--- src/rtl/wm_alpha_mult.sv ---
// Sequential shift-add multiplier feeding the /1e6 watermark quantiser; clamps prod1 to PROD_MAX.
// Optional WM_MULT_EARLY_EXIT_EN: leave MUL as soon as the remaining pixel bits are all zero.
module wm_alpha_mult #(
    parameter int unsigned A_W      = 8,
    parameter int unsigned B_W      = 14,
    parameter int unsigned P_W      = 22,
    parameter int unsigned PROD_MAX = 3999999
) (
    input  logic           clk,
    input  logic           rst,
    input  logic           in_valid,
    output logic           in_ready,
    input  logic [A_W-1:0] pix_in,
    input  logic [B_W-1:0] alpha_in,
    output logic           out_valid,
    input  logic           out_ready,
    output logic [P_W-1:0] prod1,
    output logic           sat_flag,
    output logic           busy
);

    localparam int unsigned ACC_W = P_W + 1;
    localparam int unsigned CNT_W = (A_W > 1) ? $clog2(A_W) : 1;
    localparam logic [ACC_W-1:0] PROD_MAX_ACC = ACC_W'(PROD_MAX);
    localparam logic [P_W-1:0]   PROD_MAX_OUT = P_W'(PROD_MAX);
    localparam logic [CNT_W-1:0] CNT_LAST     = CNT_W'(A_W - 1);

    typedef enum logic [1:0] {
        IDLE = 2'd0,
        MUL  = 2'd1,
        DONE = 2'd2
    } state_t;

    state_t           state;
    logic [A_W-1:0]   a_sh;
    logic [ACC_W-1:0] b_sh;
    logic [ACC_W-1:0] acc;
    logic [CNT_W-1:0] cnt;

    logic [ACC_W-1:0] acc_sum;
    logic [A_W-1:0]   a_next;
    logic             acc_over;
    logic             last_step;

    // One shift-add step; acc is one bit wider than prod1 so the raw product cannot wrap.
    always_comb begin
        acc_sum = acc;
        if (a_sh[0]) begin
            acc_sum = acc + b_sh;
        end
        a_next   = a_sh >> 1;
        acc_over = (acc_sum > PROD_MAX_ACC);
`ifdef WM_MULT_EARLY_EXIT_EN
        last_step = (cnt == CNT_LAST) || (a_next == '0);
`else
        last_step = (cnt == CNT_LAST);
`endif
    end

    // Accept only in IDLE, and never while reset is held.
    assign in_ready = !rst && (state == IDLE);

    always_ff @(posedge clk or posedge rst) begin
        if (rst) begin
            state     <= IDLE;
            a_sh      <= '0;
            b_sh      <= '0;
            acc       <= '0;
            cnt       <= '0;
            prod1     <= '0;
            sat_flag  <= 1'b0;
            out_valid <= 1'b0;
            busy      <= 1'b0;
        end else begin
            unique case (state)
                IDLE: begin
                    if (in_valid && in_ready) begin
                        a_sh  <= pix_in;
                        b_sh  <= ACC_W'(alpha_in);
                        acc   <= '0;
                        cnt   <= '0;
                        busy  <= 1'b1;
                        state <= MUL;
                    end
                end
                MUL: begin
                    acc  <= acc_sum;
                    a_sh <= a_next;
                    b_sh <= b_sh << 1;
                    cnt  <= cnt + CNT_W'(1);
                    // Result registers change only here, so they hold through DONE and IDLE.
                    if (last_step) begin
                        prod1     <= acc_over ? PROD_MAX_OUT : P_W'(acc_sum);
                        sat_flag  <= acc_over;
                        out_valid <= 1'b1;
                        state     <= DONE;
                    end
                end
                DONE: begin
                    if (out_ready) begin
                        out_valid <= 1'b0;
                        busy      <= 1'b0;
                        state     <= IDLE;
                    end
                end
                default: begin
                    out_valid <= 1'b0;
                    busy      <= 1'b0;
                    state     <= IDLE;
                end
            endcase
        end
    end

endmodule
--- config.mk ---
export PLATFORM = sky130hd
export DESIGN_NAME = wm_alpha_mult
export DESIGN_NICKNAME = d
export VERILOG_FILES = /design/src/rtl/wm_alpha_mult.sv
export SDC_FILE = /design/constraint.sdc
export NUM_CORES = 1
export LEC_CHECK = 0
export ABC_AREA = 1
export CAP_MARGIN = 25
export CELL_PAD_IN_SITES_DETAIL_PLACEMENT = 1
export CELL_PAD_IN_SITES_GLOBAL_PLACEMENT = 1
export CORE_MARGIN = 2
export CORE_UTILIZATION = 40
export DETAILED_ROUTE_END_ITERATION = 8
export DONT_BUFFER_PORTS = 1
export MAX_ROUTING_LAYER = met4
export PLACE_DENSITY_LB_ADDON = 0.1
export SLEW_MARGIN = 20
export SYNTH_ARGS = -nofsm -noshare
export SYNTH_HDL_FRONTEND = slang
export SYNTH_SLANG_ARGS = --single-unit
--- constraint.sdc ---
create_clock -name clk -period 5.6 [get_ports clk]
set_clock_uncertainty 0.15 [all_clocks]
set_input_delay 0.56 -clock clk [delete_from_list [all_inputs] [get_ports clk]]
set_output_delay 0.56 -clock clk [all_outputs]
set_load 0.02 [all_outputs]
==> impl_metrics.ini, run 1 <==
[cells_and_area]
fill_cells = 1702
fin_util_pct = 44.8
layout_commonest_cell = nand2_1
drive_gt1_share_pct = 10.9
nNetsFinal = 807
syn_to_final_growth_pct = 9.44
final_cell_mix = nand2_1, inv_1, dfrtp_1
antenna_cells = 0

[clock_network]
cts_setup_buffers = 0
cts_root_buf = clkbuf_16
cts_resized = 0
cts_buffers = 9
cts_max_level = 3
clock_latency_ns = 0.35
cts_tree = built
cts_buffer_depth = 2
hold_buffers = 0
cts.sink_count = 84
clk_pin_slew_worst_paths_ns = 0.07

[die]
pin_count = 52
die_h_um = 121
core_um2 = 13300
dieArea_um2 = 14600
die_w_um = 121
start_util_pct = 41.0
num_rows = 42

[synth]
ys_seq_area_share_pct = 38.6
synth-warning-count = 0
syn_area_um2 = 5450
syn_nets = 813
syn_area_per_cell_um2 = 7.15
synth_cells = 762
ys_ff_latch = 84
synth_cell_type_count = 34

[critical_path]
r2r_cells = 5
worstSetupPathType = register to register
start_kind = register
r2r_end = acc[22]$_DFFE_PP0P_
crit_required_ns = 5.68
r2r_slack_ns = 1.80
critPathMaxFanout = 23
regToRegStartpoint = state[0]$_DFFE_PP0P_
arrival_ns = 3.88
cp-end-kind = register

[sta]
finalCritPeriodShare_pct = 67.9
max_freq_mhz = 263
whs_ns = 0.150
finalCriticalPeriod_ns = 3.80
setup_tns_ns = 0
tightestPinTransition_ns = 1.01
slew_headroom_pct = 32.5
slew_viol_final = 0
rsz0062_at_grt = no
hold_violations = 0
final-setup-viol-count = 0

[drt]
wl_mm = 15.5
first_pass_iters = 5
wl_per_cell_um = 16.6
ant_nets = 0
drc = 0
via_count = 4811
first_iter_violations = 268
viasPerCell = 5.13

[grt]
grt_max_degree = 85
grt_first_pass_wirelength_mm = 26.3
overflow = 0
grt_pass1_vias = 5150
grt_usage_pct = 23.8
antenna_found_initial = 0

[place]
dp_hpwl_mm = 12.2
port-buffer-count = 0
place_congestion = 0.858

[worst_hold_path]
hp-class = input port to async pin

[job]
maxCapViolations = 0

[run_status]
status = completed
==> cells by family after synthesis <==
group | after synthesis | synth area share (%)
buffers and inverters | 152 | 10.5
adders and majority gates | 25 | 5.88
xor gates and xnor gates | 8 | 1.29
DFF | 84 | 38.6
AOI/OAI and AO/OA | 103 | 11.7
and+or+nand+nor | 390 | 32.0
==> final cells by class <==
| cell class | count | area (um^2) | area share (%) |
|---|---|---|---|
| clock inverter | 6 | 95.1 | 1.60 |
| inverter | 130 | 489 | 8.21 |
| sequential | 84 | 2100 | 35.3 |
| tap | 176 | 220 | 3.69 |
| multi-input combinational | 526 | 2770 | 46.5 |
| timing repair buffer | 5 | 41.3 | 0.693 |
| clock buffer | 10 | 239 | 4.01 |
==> sequential cells by signal (all words and copies together), names as in the netlist, 2 cells and up <==
name / count
acc: 23
b_sh: 23
prod1: 22
a_sh: 8
cnt: 3
state: 2
==> through the flow <==
stage | instances | area, um^2 | setup WS, ns
2_1_floorplan | 762 | 5450 | 2.72
3_3_place_gp | 921 | 5620 | 1.86
3_5_place_dp | 921 | 5620 | 1.72
4_1_cts | 937 | 5960 | 1.80
5_1_grt | 937 | 5960 | 1.47
6_report | 937 | 5960 | 1.80
==> worst max path at each step <==
stage                    startpoint             endpoint
4_1_cts        state[0]$_DFFE_PP0P_  acc[22]$_DFFE_PP0P_
3_5_place_dp                    rst  acc[22]$_DFFE_PP0P_
6_report       state[0]$_DFFE_PP0P_  acc[22]$_DFFE_PP0P_
3_3_place_gp                    rst  acc[14]$_DFFE_PP0P_
5_1_grt        state[0]$_DFFE_PP0P_  acc[13]$_DFFE_PP0P_
2_1_floorplan                   rst  a_sh[0]$_DFFE_PP0P_
==> per-layer routing <==
layer	wire length (um)	up-vias	GRT usage, %
met2	7050	57	36.6
met4	172	0	5.60
met3	714	12	4.62
met1	7610	2353	32.8
met5	0	-	-
li1	-	2389	-
==> critical path, cell delays in order (launching register included) <==
cell	delay, ns
dfrtp_1	0.41
nor3_1	0.77
nand2_1	0.73
nand2_1	0.79
inv_1	0.47
a22o_1	0.36
==> Yosys cell counts <==
cell type	count	share of area (%)
ha_1	24	5.5
dfrtp_1	84	39
a21oi_4	1	0.30
fa_1	1	0.37
nor2_4	2	0.41
o22ai_1	39	4.5
o21ai_0	30	2.8
buf_2	2	0.18
nor2_1	63	4.3
xor2_1	6	0.96
nand2_8	2	0.74
nand3_2	5	0.92
nor3_1	5	0.46
a22o_1	5	0.80
nand3b_4	1	0.37
clkbuf_1	18	1.2
or2_2	8	0.92
nand2_2	19	2.2
a21oi_1	17	1.6
nand2_1	230	16
a32o_1	2	0.37
nor2_2	10	1.1
a21oi_2	3	0.48
nand3_4	1	0.32
nand3b_1	4	0.55
clkinv_1	1	0.069
nand4_1	6	0.69
o21ai_2	5	0.80
inv_1	126	8.7
inv_2	3	0.21
nand3_1	34	3.1
xnor2_1	2	0.32
buf_1	2	0.14
o21bai_1	1	0.14
Power of run 1 is not shown: default switching activity piles up to over one toggle a cycle in this logic, so the estimate is an artifact.
==> run 2, diff against run 1 <==
--- a/config.mk
+++ b/config.mk
@@ -5,7 +5,7 @@
 export SDC_FILE = /design/constraint.sdc
 export NUM_CORES = 1
 export LEC_CHECK = 0
-export ABC_AREA = 1
+export ABC_AREA = 0
 export CAP_MARGIN = 25
 export CELL_PAD_IN_SITES_DETAIL_PLACEMENT = 1
 export CELL_PAD_IN_SITES_GLOBAL_PLACEMENT = 1
==> constraint.sdc (replaced) <==
create_clock -name clk -period 3.7 [get_ports clk]
set_clock_uncertainty 0.15 [all_clocks]
set_input_delay 0.37 -clock clk [delete_from_list [all_inputs] [get_ports clk]]
set_output_delay 0.37 -clock clk [all_outputs]
set_load 0.02 [all_outputs]
==> run 2 against run 1 <==
- the flow now finishes with violations (negative setup slack)
- die area is 6.4% lower
- synthesized area is 6.6% lower
- wire length is 0.61% higher
- critical endpoint is now prod1[8]$_DFFE_PP0P_
- worst setup slack worse by 1.8 ns
- flip-flop and latch count stayed put
==> impl_metrics.ini, run 2 <==
[worst_hold_path]
hold_depth = 2
hp-class = input port to register

[synth]
synth_edf_count = 0
syn_area_um2 = 5090
ys_ff_latch = 84
synth_cell_type_count = 80
synth_xor_area_share_pct = 0.861
synth_top_family_by_area = compound AO/OA/AOI/OAI gates
syn_area_per_cell_um2 = 8.97
synth_top_area_share_pct = 41.3
yosys.area.top_type = dfrtp_1
synthArstFlopShare_pct = 100
netlist_top_cells_area = dfrtp_1, ha_1, nor2_1, nand2_1, o21ai_0
synth.mux.area_fraction_pct = 1.01
synth-warning-count = 0
synth_simple_gate_area_share_pct = 20.9
synth_common_cells = dfrtp_1, nor2_1, nand2_1
syn_nets = 618
ys_seq_area_share_pct = 41.3
synth_compound_area_share_pct = 24.6
yosysMostFrequentCell = dfrtp_1
synth_cells = 567
synthFlopType = dfrtp_1
synthAdderAreaFrac_pct = 6.29

[die]
dieArea_um2 = 13600
num_rows = 41
pin_count = 52
die_w_um = 117
start_util_pct = 40.7
core_um2 = 12500
die_h_um = 117

[grt]
grt_max_degree = 62
overflow = 0
grt_pass1_vias = 4744
antenna_found_initial = 0
grt_usage_pct = 25.1
grt_first_pass_wirelength_mm = 25.4

[clock_network]
clk_pin_slew_worst_paths_ns = 0.06
cts_max_level = 3
cts_tree = built
clock_latency_ns = 0.36
cts.sink_count = 84
cts_buffer_depth = 2
cts_root_buf = clkbuf_16
cts_buffers = 9

[run_status]
violations = negative setup slack
status = finished, violations left

[place]
dpl.cell_count = 767
port-buffer-count = 0
place_congestion = 0.860
dp_hpwl_mm = 11.3

[cells_and_area]
layout_commonest_cell = dfrtp_1
reg_top3 = acc: 23 flops, b_sh: 23 flops, prod1: 22 flops
syn_to_final_growth_pct = 16.9
nNetsFinal = 663
antenna_cells = 0
final_cells = 788
final_cell_mix = dfrtp_1, nor2_1, nand2_1
drive_gt1_share_pct = 18.5

[sta]
max_freq_mhz = 267
fin_ws_ns = -0.0480
tightestPinTransition_ns = 1.06
final-setup-viol-count = 18
slew_viol_final = 0
finalCriticalPeriod_ns = 3.75
finalCritPeriodShare_pct = 101
rsz0062_at_grt = yes
slew_headroom_pct = 28.9
setup_tns_ns = -0.579
hold_violations = 0

[critical_path]
r2r_cells = 13
cp-end-kind = register
worstSetupPathType = register to register
start_kind = register
critPathMaxFanout = 19
arrival_ns = 3.89
crit_required_ns = 3.84

[job]
maxCapViolations = 0

[drt]
wl_mm = 15.6
viasPerCell = 5.83
drc = 0
first_iter_violations = 139
via_count = 4592
ant_nets = 0
wl_per_cell_um = 19.9
first_pass_iters = 4
-- run 2: cell count changes after synthesis, moves of 9 or more --
cell and change:
a21oi_1 +21, o21ai_0 +17, nand2b_1 +9, nand2_2 -19, a31oi_1 +15, nand2_1 -165
nand3_1 -15, nor2_2 -10, inv_1 -115, o22ai_1 -19
-- run 2: metal layers --
layer	GRT usage (%)	share of wire (%)	vias to the layer above
li1	-	-	2190
met2	42.7	52	61
met1	30.6	43	2322
met5	-	0	-
met3	4.02	2.7	19
met4	8.31	1.9	0
-- run 2: path summary, 6_finish.rpt --
check | from | endpoint | slack, ns
min | alpha_in[3] | b_sh[3]$_DFFE_PP0P_ | 0.03
max in group asynchronous | rst | a_sh[0]$_DFFE_PP0P_ | 2.26
max reg2reg | b_sh[0]$_DFFE_PP0P_ | prod1[8]$_DFFE_PP0P_ | -0.05
max | b_sh[0]$_DFFE_PP0P_ | prod1[8]$_DFFE_PP0P_ | -0.05
min in group asynchronous | rst | state[1]$_DFFE_PP0P_ | 0.46
min reg2reg | a_sh[5]$_DFFE_PP0P_ | a_sh[5]$_DFFE_PP0P_ | 0.35
-- run 2: cell type report --
cell class                      instances  area, um^2
Multi-Input combinational cell        438        2770
Clock buffer                           10         239
Fill cell                            1480        6570
Inverter                               12        46.3
Timing Repair Buffer                   67         536
Tap cell                              172         215
Sequential cell                        84        2100
Clock inverter                          5        36.3
-- run 2: cell families after synthesis --
| kind of cell | count (synthesis) |
|---|---|
| DFF | 84 |
| xor gates and xnor gates | 5 |
| AOI/OAI and AO/OA | 184 |
| buffers and inverters | 45 |
| adders and majority gates | 25 |
| and+or+nand+nor | 219 |
| muxes | 5 |
-- run 2: repair_timing --
item / CTS / global route
hold endpoints to repair: 43 / 0
setup buffers: 1 / 2
endpoints found under the setup margin: 19 / 23
gates resized for setup: 5 / 1
hold buffers: 3 / 0
pin swaps: 0 / 3
-- run 2: metrics by stage --
stage                     utilization (%)  instance area (um^2)  setup WS (ns)  hold WS [ns]
after floorplan                         -                  5090         0.0249         0.317
after global placement               44.6                  5590        -0.0272         0.268
after detailed placement             44.6                  5590         -0.165         0.284
after CTS                            47.4                  5930        -0.0420        0.0311
after global routing                 47.5                  5950         -0.217        0.0408
final                                47.5                  5950        -0.0480        0.0318
-- run 2: worst max-delay path, cell delays in order, from the launching register on --
cell       delay (ns)
dfrtp_1          0.40
ha_2             0.21
fa_2             0.38
a211oi_2         0.25
o21ai_2          0.11
a32oi_2          0.27
mux2_2           0.37
a221o_1          0.28
or3_4            0.35
nor4_4           0.34
a2111oi_4        0.12
o21ai_2          0.11
buf_12           0.17
a32o_1           0.17
Power of run 2 is left out for the same reason.
==> run 3, diff against run 2 <==
--- a/config.mk
+++ b/config.mk
@@ -15,6 +15,7 @@
 export DONT_BUFFER_PORTS = 1
 export MAX_ROUTING_LAYER = met4
 export PLACE_DENSITY_LB_ADDON = 0.1
+export RECOVER_POWER = 100
 export SLEW_MARGIN = 20
 export SYNTH_ARGS = -nofsm -noshare
 export SYNTH_HDL_FRONTEND = slang
==> constraint.sdc (replaced) <==
create_clock -name clk -period 3.8 [get_ports clk]
set_clock_uncertainty 0.15 [all_clocks]
set_input_delay 0.38 -clock clk [delete_from_list [all_inputs] [get_ports clk]]
set_output_delay 0.38 -clock clk [all_outputs]
set_load 0.02 [all_outputs]
==> run 3 against run 2 <==
- the run ends with max-capacitance violations, max-slew violations left
- critical path depth did not move
- design area is 0.97% higher
- non-clock buffer count shrank 15
- global-route usage is 0.78 points lower
- via count shrank 2.4%
- critical path type unchanged
==> impl_metrics.ini, run 3 (synthesis results as in run 2) <==
[drt]
wl_mm = 15.6
via_count = 4484
drc = 0
viasPerCell = 5.79
first_pass_iters = 4
first_iter_violations = 226
wl_per_cell_um = 20.1
ant_nets = 0

[critical_path]
path_cells = ha_4, fa_2, a211oi_2, o21ai_2, a32oi_2, mux2_4, a221o_1, or3_4, nor4_4, a2111oi_4, o21ai_4, clkbuf_16, a32o_1
max_stage_delay_ns = 0.41
worstSetupPathType = register to register
slowest_stage = dfrtp_1
r2r_cells = 13
start_kind = register
critPathMaxFanout = 5
regToRegStartpoint = acc[0]$_DFFE_PP0P_
r2r_end = prod1[9]$_DFFE_PP0P_
crit_required_ns = 3.94
r2r_slack_ns = 0.03
arrival_ns = 3.90
cp-end-kind = register

[die]
core_um2 = 12500
num_rows = 41
die_h_um = 117
start_util_pct = 40.7
pin_count = 52
dieArea_um2 = 13600
die_w_um = 117

[cells_and_area]
layout_commonest_cell = dfrtp_1
fin_area_um2 = 6000
final_cells = 774
antenna_cells = 0
reg_top3 = acc: 23 flops, b_sh: 23 flops, prod1: 22 flops
fin_util_pct = 48.0
drive_gt1_share_pct = 19.1
fill_cells = 1467
nNetsFinal = 648
syn_to_final_growth_pct = 18.0
final_cell_mix = dfrtp_1, nor2_1, nand2_1

[worst_hold_path]
hold_depth = 2
hp-class = input port to register
hp-start = alpha_in[0]
holdPathEnd = b_sh[0]$_DFFE_PP0P_

[place]
place_congestion = 0.892
port-buffer-count = 0
dpl.cell_count = 749
dp_hpwl_mm = 11.0
dpl-instance-area_um2 = 5450

[sta]
finalCriticalPeriod_ns = 3.77
final-setup-viol-count = 0
tightestPinTransition_ns = 1.91
max_freq_mhz = 265
whs_ns = 0.0237
hold_violations = 0
slew_headroom_pct = -28.0
rsz0062_at_grt = yes
finalCritPeriodShare_pct = 99.2
slew_viol_final = 43

[grt]
grt_pass1_vias = 4649
overflow = 0
antenna_found_initial = 0
grt_usage_pct = 24.3
grt_max_degree = 62
grt_first_pass_wirelength_mm = 24.7

[clock_network]
cts.sink_count = 84
clock_latency_ns = 0.35
cts_root_buf = clkbuf_16
cts_buffers = 9
cts_max_level = 3
clk_pin_slew_worst_paths_ns = 0.07
cts_tree = built
cts_buffer_depth = 2

[run_status]
status = finished, violations left
violations = max-capacitance violations, max-slew violations

[job]
maxCapViolations = 1
run 3: metal layers:
| layer | part of all wire [%] | track usage [%] | vias to the layer above |
|---|---|---|---|
| met4 | 1.8 | 8.86 | 0 |
| li1 | - | - | 2146 |
| met3 | 3.3 | 4.89 | 21 |
| met1 | 43 | 28.7 | 2263 |
| met2 | 51 | 41.2 | 54 |
| met5 | 0 | - | - |
run 3: what timing repair did:
action,4_1_cts,5_1_grt
pin swaps,0,17
buffers inserted,0,4
hold buffers,2,0
endpoints found under the setup margin,19,19
gates resized for setup,2,28
endpoints found under the hold margin,42,0
gates cloned,0,3
run 3: how the worst max path moves through the flow:
stage | endpoint | cells past startpoint | slack (ns) | start
after CTS | prod1[17]$_DFFE_PP0P_ | 13 | 0.01 | acc[10]$_DFFE_PP0P_
after global routing | prod1[6]$_DFFE_PP0P_ | 13 | -0.11 | acc[0]$_DFFE_PP0P_
after floorplan | prod1[5]$_DFFE_PP0P_ | 13 | 0.05 | b_sh[0]$_DFFE_PP0P_
after detailed placement | prod1[17]$_DFFE_PP0P_ | 14 | -0.09 | b_sh[0]$_DFFE_PP0P_
after global placement | prod1[9]$_DFFE_PP0P_ | 14 | 0.01 | b_sh[0]$_DFFE_PP0P_
final | prod1[9]$_DFFE_PP0P_ | 13 | 0.03 | acc[0]$_DFFE_PP0P_
run 3: per-stage QoR:
step / setup slack, ns / TNS (ns)
floorplan: 0.0483 / 0
global placement: 0.0139 / 0
detailed placement: -0.0899 / -0.932
CTS: 0.0114 / 0
global route: -0.113 / -1.38
finish: 0.0319 / 0
run 3: area by class of cell:
class	instances	area [um^2]	share of cell area, %
multi-input cells	438	2890	48.2
flip-flops and latches	84	2100	35.0
repair buffers	52	444	7.40
clock buffers	12	246	4.11
well taps	172	215	3.58
clock inverters	4	56.3	0.938
inverters	12	46.3	0.771
run 3: worst max-delay path, delay by kind of cell (launching register included):
kind                     cells  cell delay (ns)
multiplexers                 1             0.32
adder cells (fa/ha/maj)      2             0.59
flip-flops                   1             0.41
AO/OA/AOI/OAI                7             1.33
buffers and inverters        1             0.22
AND/OR/NAND/NOR              2             0.68
Power of run 3 is left out for the same reason.
